===== config.mk =====
export PLATFORM = sky130hd
export DESIGN_NAME = rst_seq_ctrl_25m
export DESIGN_NICKNAME = d
export VERILOG_FILES = /design/src/rtl/rst_seq_pkg.sv /design/src/rtl/rst_seq_ctrl_25m_sync_2ff.sv /design/src/rtl/rst_seq_ctrl_25m.sv
export SDC_FILE = /design/constraint.sdc
export NUM_CORES = 1
export LEC_CHECK = 0
export BUFFER_PORTS_ARGS = -buffer_cell sky130_fd_sc_hd__buf_2
export CAP_MARGIN = 20
export CORE_MARGIN = 5
export CORE_UTILIZATION = 52
export DETAILED_ROUTE_END_ITERATION = 7
export PLACE_DENSITY_LB_ADDON = 0.25
export SYNTH_ARGS = -nofsm -noshare
export SYNTH_HDL_FRONTEND = slang
export SYNTH_SLANG_ARGS = --single-unit

===== constraint.sdc =====
create_clock -name sys_clk_25m -period 2.6 [get_ports sys_clk_25m]
set_input_delay 0.26 -clock sys_clk_25m [delete_from_list [all_inputs] [get_ports sys_clk_25m]]
set_output_delay 0.26 -clock sys_clk_25m [all_outputs]
set_load 0.01 [all_outputs]

===== src/rtl/rst_seq_pkg.sv =====
// -----------------------------------------------------------------------------
// rst_seq_pkg
// Shared definitions for the 25 MHz staged reset sequencer.
//   SEQ_STATE_W : width of the sequencer state encoding
//   seq_state_e : sequencer states, encodings visible on the debug port
//   sat_inc8    : 8-bit saturating increment used by the lock-loss counter
// -----------------------------------------------------------------------------
package rst_seq_pkg;

    localparam int SEQ_STATE_W = 3;

    typedef enum logic [SEQ_STATE_W-1:0] {
        ST_WAIT_LOCK = 3'd0,
        ST_REL_PMA   = 3'd1,
        ST_REL_PCS   = 3'd2,
        ST_RUN       = 3'd3,
        ST_HOLD      = 3'd4
    } seq_state_e;

    // Increment that sticks at all-ones instead of wrapping to zero.
    function automatic logic [7:0] sat_inc8(input logic [7:0] i_val);
        logic [7:0] w_res;
        if (i_val == 8'hFF) begin
            w_res = i_val;
        end else begin
            w_res = i_val + 8'd1;
        end
        return w_res;
    endfunction

endpackage


===== src/rtl/rst_seq_ctrl_25m_sync_2ff.sv =====
// -----------------------------------------------------------------------------
// sync_2ff
// Two-flop synchroniser for a single asynchronous level, cleared to 0 by reset.
//   i_clk   : destination clock
//   i_rst_n : asynchronous active-low clear
//   i_d     : asynchronous input level
//   o_q     : synchronised level, two destination edges of latency
// -----------------------------------------------------------------------------
module sync_2ff (
    input  logic i_clk,
    input  logic i_rst_n,
    input  logic i_d,
    output logic o_q
);

    logic r_meta;
    logic r_sync;

    // Metastability filter: first flop may go metastable, second resolves it.
    always_ff @(posedge i_clk or negedge i_rst_n) begin
        if (!i_rst_n) begin
            r_meta <= 1'b0;
            r_sync <= 1'b0;
        end else begin
            r_meta <= i_d;
            r_sync <= r_meta;
        end
    end

    assign o_q = r_sync;

endmodule


===== src/rtl/rst_seq_ctrl_25m.sv =====
// -----------------------------------------------------------------------------
// rst_seq_ctrl_25m
// Staged reset sequencer in the 25 MHz domain. Waits for a stable PHY PLL lock,
// then releases PMA, PCS and MAC resets in order. Lock loss or a soft-reset
// request drops every reset and holds them for a fixed time before retrying.
//   sys_clk_25m   : 25 MHz clock
//   reset_n       : asynchronous active-low reset
//   pll_locked    : PHY PLL lock, asynchronous
//   soft_rst_req  : one-cycle soft-reset request, synchronous
//   pma_rst_n     : PMA reset, active-low
//   pcs_rst_n     : PCS reset, active-low
//   mac_rst_n     : MAC reset, active-low
//   init_done     : high only while fully out of reset (RUN)
//   lock_loss     : one-cycle pulse per detected lock loss
//   lock_loss_cnt : saturating count of lock losses
//   seq_state     : current state encoding
// All outputs are registered and decoded from the next state.
// -----------------------------------------------------------------------------
module rst_seq_ctrl_25m
    import rst_seq_pkg::*;
#(
    parameter int unsigned LOCK_STABLE_CYC = 32'd256,
    parameter int unsigned PMA_HOLD_CYC    = 32'd64,
    parameter int unsigned PCS_DELAY_CYC   = 32'd32,
    parameter int unsigned MAC_DELAY_CYC   = 32'd16,
    parameter int unsigned CNT_W           = 32'd16
) (
    input  logic                   sys_clk_25m,
    input  logic                   reset_n,
    input  logic                   pll_locked,
    input  logic                   soft_rst_req,
    output logic                   pma_rst_n,
    output logic                   pcs_rst_n,
    output logic                   mac_rst_n,
    output logic                   init_done,
    output logic                   lock_loss,
    output logic [7:0]             lock_loss_cnt,
    output logic [SEQ_STATE_W-1:0] seq_state
);

    // Terminal counts: a stage lasting N cycles ends when the counter reads N-1.
    localparam logic [CNT_W-1:0] LOCK_LAST = CNT_W'(LOCK_STABLE_CYC - 32'd1);
    localparam logic [CNT_W-1:0] HOLD_LAST = CNT_W'(PMA_HOLD_CYC - 32'd1);
    localparam logic [CNT_W-1:0] PCS_LAST  = CNT_W'(PCS_DELAY_CYC - 32'd1);
    localparam logic [CNT_W-1:0] MAC_LAST  = CNT_W'(MAC_DELAY_CYC - 32'd1);
    localparam logic [CNT_W-1:0] CNT_ZERO  = {CNT_W{1'b0}};
    localparam logic [CNT_W-1:0] CNT_ONE   = CNT_W'(1);

    logic            w_lock_s;
    seq_state_e      r_state;
    seq_state_e      w_state_nxt;
    logic [CNT_W-1:0] r_cnt;
    logic [CNT_W-1:0] w_cnt_nxt;
    logic            w_lock_lost;
    logic            w_lock_loss_nxt;
    logic            w_pma_nxt;
    logic            w_pcs_nxt;
    logic            w_mac_nxt;
    logic            w_init_nxt;
    logic            r_pma_rst_n;
    logic            r_pcs_rst_n;
    logic            r_mac_rst_n;
    logic            r_init_done;
    logic            r_lock_loss;
    logic [7:0]      r_lock_loss_cnt;

    sync_2ff u_lock_sync (
        .i_clk   (sys_clk_25m),
        .i_rst_n (reset_n),
        .i_d     (pll_locked),
        .o_q     (w_lock_s)
    );

    // Lock loss only counts once the PMA has been released.
    always_comb begin
        w_lock_lost = 1'b0;
        case (r_state)
            ST_REL_PMA, ST_REL_PCS, ST_RUN: w_lock_lost = ~w_lock_s;
            default:                        w_lock_lost = 1'b0;
        endcase
    end

    // Next-state and delay-counter logic; lock loss outranks soft reset.
    always_comb begin
        w_state_nxt     = r_state;
        w_cnt_nxt       = r_cnt;
        w_lock_loss_nxt = 1'b0;
        if (w_lock_lost) begin
            w_state_nxt     = ST_HOLD;
            w_cnt_nxt       = CNT_ZERO;
            w_lock_loss_nxt = 1'b1;
        end else if (soft_rst_req) begin
            // Also restarts the hold count when already in HOLD.
            w_state_nxt = ST_HOLD;
            w_cnt_nxt   = CNT_ZERO;
        end else begin
            case (r_state)
                ST_WAIT_LOCK: begin
                    if (!w_lock_s) begin
                        w_cnt_nxt = CNT_ZERO;
                    end else if (r_cnt == LOCK_LAST) begin
                        w_state_nxt = ST_REL_PMA;
                        w_cnt_nxt   = CNT_ZERO;
                    end else begin
                        w_cnt_nxt = r_cnt + CNT_ONE;
                    end
                end
                ST_REL_PMA: begin
                    if (r_cnt == PCS_LAST) begin
                        w_state_nxt = ST_REL_PCS;
                        w_cnt_nxt   = CNT_ZERO;
                    end else begin
                        w_cnt_nxt = r_cnt + CNT_ONE;
                    end
                end
                ST_REL_PCS: begin
                    if (r_cnt == MAC_LAST) begin
                        w_state_nxt = ST_RUN;
                        w_cnt_nxt   = CNT_ZERO;
                    end else begin
                        w_cnt_nxt = r_cnt + CNT_ONE;
                    end
                end
                ST_RUN: begin
                    w_cnt_nxt = CNT_ZERO;
                end
                ST_HOLD: begin
                    if (r_cnt == HOLD_LAST) begin
                        w_state_nxt = ST_WAIT_LOCK;
                        w_cnt_nxt   = CNT_ZERO;
                    end else begin
                        w_cnt_nxt = r_cnt + CNT_ONE;
                    end
                end
                default: begin
                    w_state_nxt = ST_WAIT_LOCK;
                    w_cnt_nxt   = CNT_ZERO;
                end
            endcase
        end
    end

    // Output decode from the next state so outputs change on the same edge as the state.
    always_comb begin
        w_pma_nxt  = 1'b0;
        w_pcs_nxt  = 1'b0;
        w_mac_nxt  = 1'b0;
        w_init_nxt = 1'b0;
        case (w_state_nxt)
            ST_REL_PMA: begin
                w_pma_nxt = 1'b1;
            end
            ST_REL_PCS: begin
                w_pma_nxt = 1'b1;
                w_pcs_nxt = 1'b1;
            end
            ST_RUN: begin
                w_pma_nxt  = 1'b1;
                w_pcs_nxt  = 1'b1;
                w_mac_nxt  = 1'b1;
                w_init_nxt = 1'b1;
            end
            default: begin
                w_pma_nxt  = 1'b0;
                w_pcs_nxt  = 1'b0;
                w_mac_nxt  = 1'b0;
                w_init_nxt = 1'b0;
            end
        endcase
    end

    // State, counters and registered outputs.
    always_ff @(posedge sys_clk_25m or negedge reset_n) begin
        if (!reset_n) begin
            r_state         <= ST_WAIT_LOCK;
            r_cnt           <= CNT_ZERO;
            r_pma_rst_n     <= 1'b0;
            r_pcs_rst_n     <= 1'b0;
            r_mac_rst_n     <= 1'b0;
            r_init_done     <= 1'b0;
            r_lock_loss     <= 1'b0;
            r_lock_loss_cnt <= 8'd0;
        end else begin
            r_state     <= w_state_nxt;
            r_cnt       <= w_cnt_nxt;
            r_pma_rst_n <= w_pma_nxt;
            r_pcs_rst_n <= w_pcs_nxt;
            r_mac_rst_n <= w_mac_nxt;
            r_init_done <= w_init_nxt;
            r_lock_loss <= w_lock_loss_nxt;
            if (w_lock_loss_nxt) begin
                r_lock_loss_cnt <= sat_inc8(r_lock_loss_cnt);
            end else begin
                r_lock_loss_cnt <= r_lock_loss_cnt;
            end
        end
    end

    assign pma_rst_n     = r_pma_rst_n;
    assign pcs_rst_n     = r_pcs_rst_n;
    assign mac_rst_n     = r_mac_rst_n;
    assign init_done     = r_init_done;
    assign lock_loss     = r_lock_loss;
    assign lock_loss_cnt = r_lock_loss_cnt;
    assign seq_state     = r_state;

endmodule


==> impl_metrics.tcl <==
set metrics [dict create \
    status "complete, no violations" \
    cts_made_buffers 5 \
    grt_start_max_net_pins 34 \
    drt_iter0_drc 58 \
    fin_tns_setup_ps 0 \
    cp_slowest_cell "or4_4" \
    syn_avg_cell_area_um2 11.0 \
    endpoint_kind "flop" \
    final_common_cell "dfrtp_1" \
    path_max_fanout 16 \
    leakagePower_nw 0.864 \
    crit_path_max_incr_delay_ps 610 \
    grt_overflow 0 \
    yosysWarnings 0 \
    ys_seq_area_frac 0.518 \
    path_clk_slew_ps 100 \
    syn_inst 145 \
    fin_crit_sh 0.902 \
    dpl.hpwl_um 2020 \
    timing.fmax_mhz 427 \
    worstPathArrival_ps 2550 \
    gp_congestion 0.820 \
    antenna_cells 0 \
    antenna_found_initial 0 \
    final_cell_mix "33 x dfrtp_1, 24 x nor2_1, 19 x buf_2" \
    maxCapViolations 0 \
    vias 1120 \
    fp.coreArea_mm2 0.00300 \
    grt_pass1_vias 1088 \
    n_fill_cell 275 \
    start_util 0.530 \
    tightest_slew_ps 697 \
    drc 0 \
    wl_um 2800 \
    nets 175 \
    setup_viol 0 \
    slew_headroom 0.536 \
    syn_nets 151 \
    critPathRequiredTime_ps 2800 \
    die_h_um 65.3 \
    path_class "reg2reg" \
    ys_seq_elements 33 \
    clock-sinks 33 \
    io_pins 20 \
    stdcell_count 203 \
    port_buffers 19 \
    rsz0062_at_grt "false" \
    ctsHtreeMaxLevel 2 \
    cp-start-kind "flop" \
    clk_latency_ps 320 \
    use_met1 0.189 \
    final.setup_skew_ps 9.91 \
    dp_slack_ps 298 \
    grt_pass1_wl_um 4790 \
    power_density_mw_per_mm2 524 \
    cp_num_buf_inv 1 \
    gr-usage-met3 0.0376 \
    post-route-min-period_ps 2340 \
    wire_per_inst_um 13.8 \
    row_count 20 \
    cts_tree "built" \
    dieArea_mm2 0.00427 \
    dp.cells 194 \
    grt_usage 0.146 \
    clk_path_buf_depth 2 \
    synth_cell_types 38 \
    die_w_um 65.3 \
    antenna_left 0 \
    synth_area_mm2 0.00159 \
    syn2layout_area_growth_pct 12.7 \
    path_delay_family "compound AO/OA/AOI/OAI gates" \
    setup_ws_ps 256 \
    postCtsSetupRepairBufs 0 \
    hold_ws_ps 35.5 \
    busiest_layer "met2" \
    timing.final.hold_violations 0 \
    viasPerCell 5.52 \
    holdCritPathClass "in2reg" \
    final_max_slew_viol_count 0 \
    peakVddDrop_mv 0.303 \
    grt_use_met2 0.229 \
    finalPower_w 0.000941 \
    drt_pass1_iterations 4 \
    clock-root-buffer "clkbuf_4" \
    layout-drive-gt1-share 0.235 \
    worstPathCellList "or4_4, o41ai_2, o22ai_1, o31ai_4, buf_4, nor2_1" \
]
[synth_stat cells]
library cell | count | area share
a21oi_1 | 1 | 0.0031
maj3_1 | 1 | 0.0063
ha_1 | 2 | 0.016
and2_2 | 1 | 0.0047
nand3_1 | 3 | 0.0094
or4bb_1 | 1 | 0.0071
or4_1 | 1 | 0.0047
nor4_1 | 5 | 0.020
clkdlybuf4s15_1 | 1 | 0.0063
a211oi_1 | 1 | 0.0047
o31ai_4 | 1 | 0.013
and3_2 | 1 | 0.0047
o211a_1 | 1 | 0.0063
dfrtp_1 | 33 | 0.52
and3_1 | 5 | 0.020
or4_4 | 2 | 0.014
xnor2_1 | 15 | 0.082
and4_1 | 2 | 0.011
or4b_2 | 1 | 0.0063
nand3b_1 | 1 | 0.0047
buf_6 | 1 | 0.0071
mux2_2 | 1 | 0.0071
or2_2 | 1 | 0.0039
or2b_2 | 1 | 0.0055
nor3_1 | 4 | 0.013
inv_1 | 1 | 0.0024
nand2_1 | 11 | 0.026
o41ai_2 | 1 | 0.010
nor4b_1 | 3 | 0.016
a211o_1 | 1 | 0.0055
o21ai_0 | 1 | 0.0031
buf_4 | 3 | 0.014
nand3_2 | 1 | 0.0063
nand4_1 | 4 | 0.016
nor2_1 | 24 | 0.057
o22ai_1 | 1 | 0.0039
nor4_2 | 1 | 0.0079
xor2_1 | 6 | 0.033
[registers in the layout, indices dropped and copies added (netlist names)]
name                cells
init_done               1
u_lock_sync.o_q         1
lock_loss               1
u_lock_sync.r_meta      1
r_cnt                  16
seq_state               3
pcs_rst_n               1
pma_rst_n               1
lock_loss_cnt           8
[layer usage]
layer  part of all wire  vias to the layer above
met5                  0                        -
met4              0.015                        0
met3              0.043                        5
met2               0.47                       21
met1               0.47                      537
li1                   -                      557
[final timing paths]
| check | endpoint | cells after the start | slack (ps) | start |
|---|---|---|---|---|
| max in group asynchronous | r_cnt[9]$_DFF_PN0_ | 2 | 1640 | reset_n |
| min reg2reg | u_lock_sync.o_q$_DFF_PN0_ | 0 | 360 | u_lock_sync.r_meta$_DFF_PN0_ |
| max reg2reg | r_cnt[8]$_DFF_PN0_ | 6 | 260 | r_cnt[8]$_DFF_PN0_ |
| min in group asynchronous | lock_loss$_DFF_PN0_ | 2 | 510 | reset_n |
| max | r_cnt[8]$_DFF_PN0_ | 6 | 260 | r_cnt[8]$_DFF_PN0_ |
| min | u_lock_sync.r_meta$_DFF_PN0_ | 1 | 40 | pll_locked |
[power breakdown]
part	internal, W	leakage (nW)	switching, W
sequential	0.000518	0.449	0.00000472
combinational	0.00000875	0.370	0.0000187
clock	0.000230	0.0455	0.000160
total	0.000757	0.864	0.000184
[area by class of cell]
| cell class | instances | area (um2) | share of cell area |
|---|---|---|---|
| Clock buffer | 7 | 55.1 | 0.0307 |
| Clock inverter | 1 | 30.0 | 0.0167 |
| Inverter | 1 | 3.75 | 0.00209 |
| Multi-Input combinational cell | 106 | 719 | 0.401 |
| Sequential cell | 33 | 826 | 0.460 |
| Tap cell | 33 | 41.3 | 0.0230 |
| Timing Repair Buffer | 22 | 120 | 0.0669 |
[kinds of logic after synthesis]
kind of cell | after synthesis | share of synthesized area
AND/OR/NAND/NOR | 73 | 0.257
buffers and inverters | 6 | 0.0298
XOR/XNOR | 21 | 0.115
AO/OA/AOI/OAI | 8 | 0.0503
flip-flops | 33 | 0.518
adder cells (fa/ha/maj) | 3 | 0.0220
multiplexers | 1 | 0.00707
[per-stage QoR]
step / util / instance area, um2
4_1_cts: 0.598 / 1800
3_5_place_dp: 0.566 / 1700
5_1_grt: 0.598 / 1800
3_3_place_gp: 0.566 / 1700
2_1_floorplan: - / 1590
6_report: 0.598 / 1800
[timing repair]
item                       4_1_cts  5_1_grt
hold endpoints to repair        27        0
setup endpoints to repair        0        0
gates resized for setup          0        0
hold buffers                     1        0
Power figures use the tool's default switching activity.
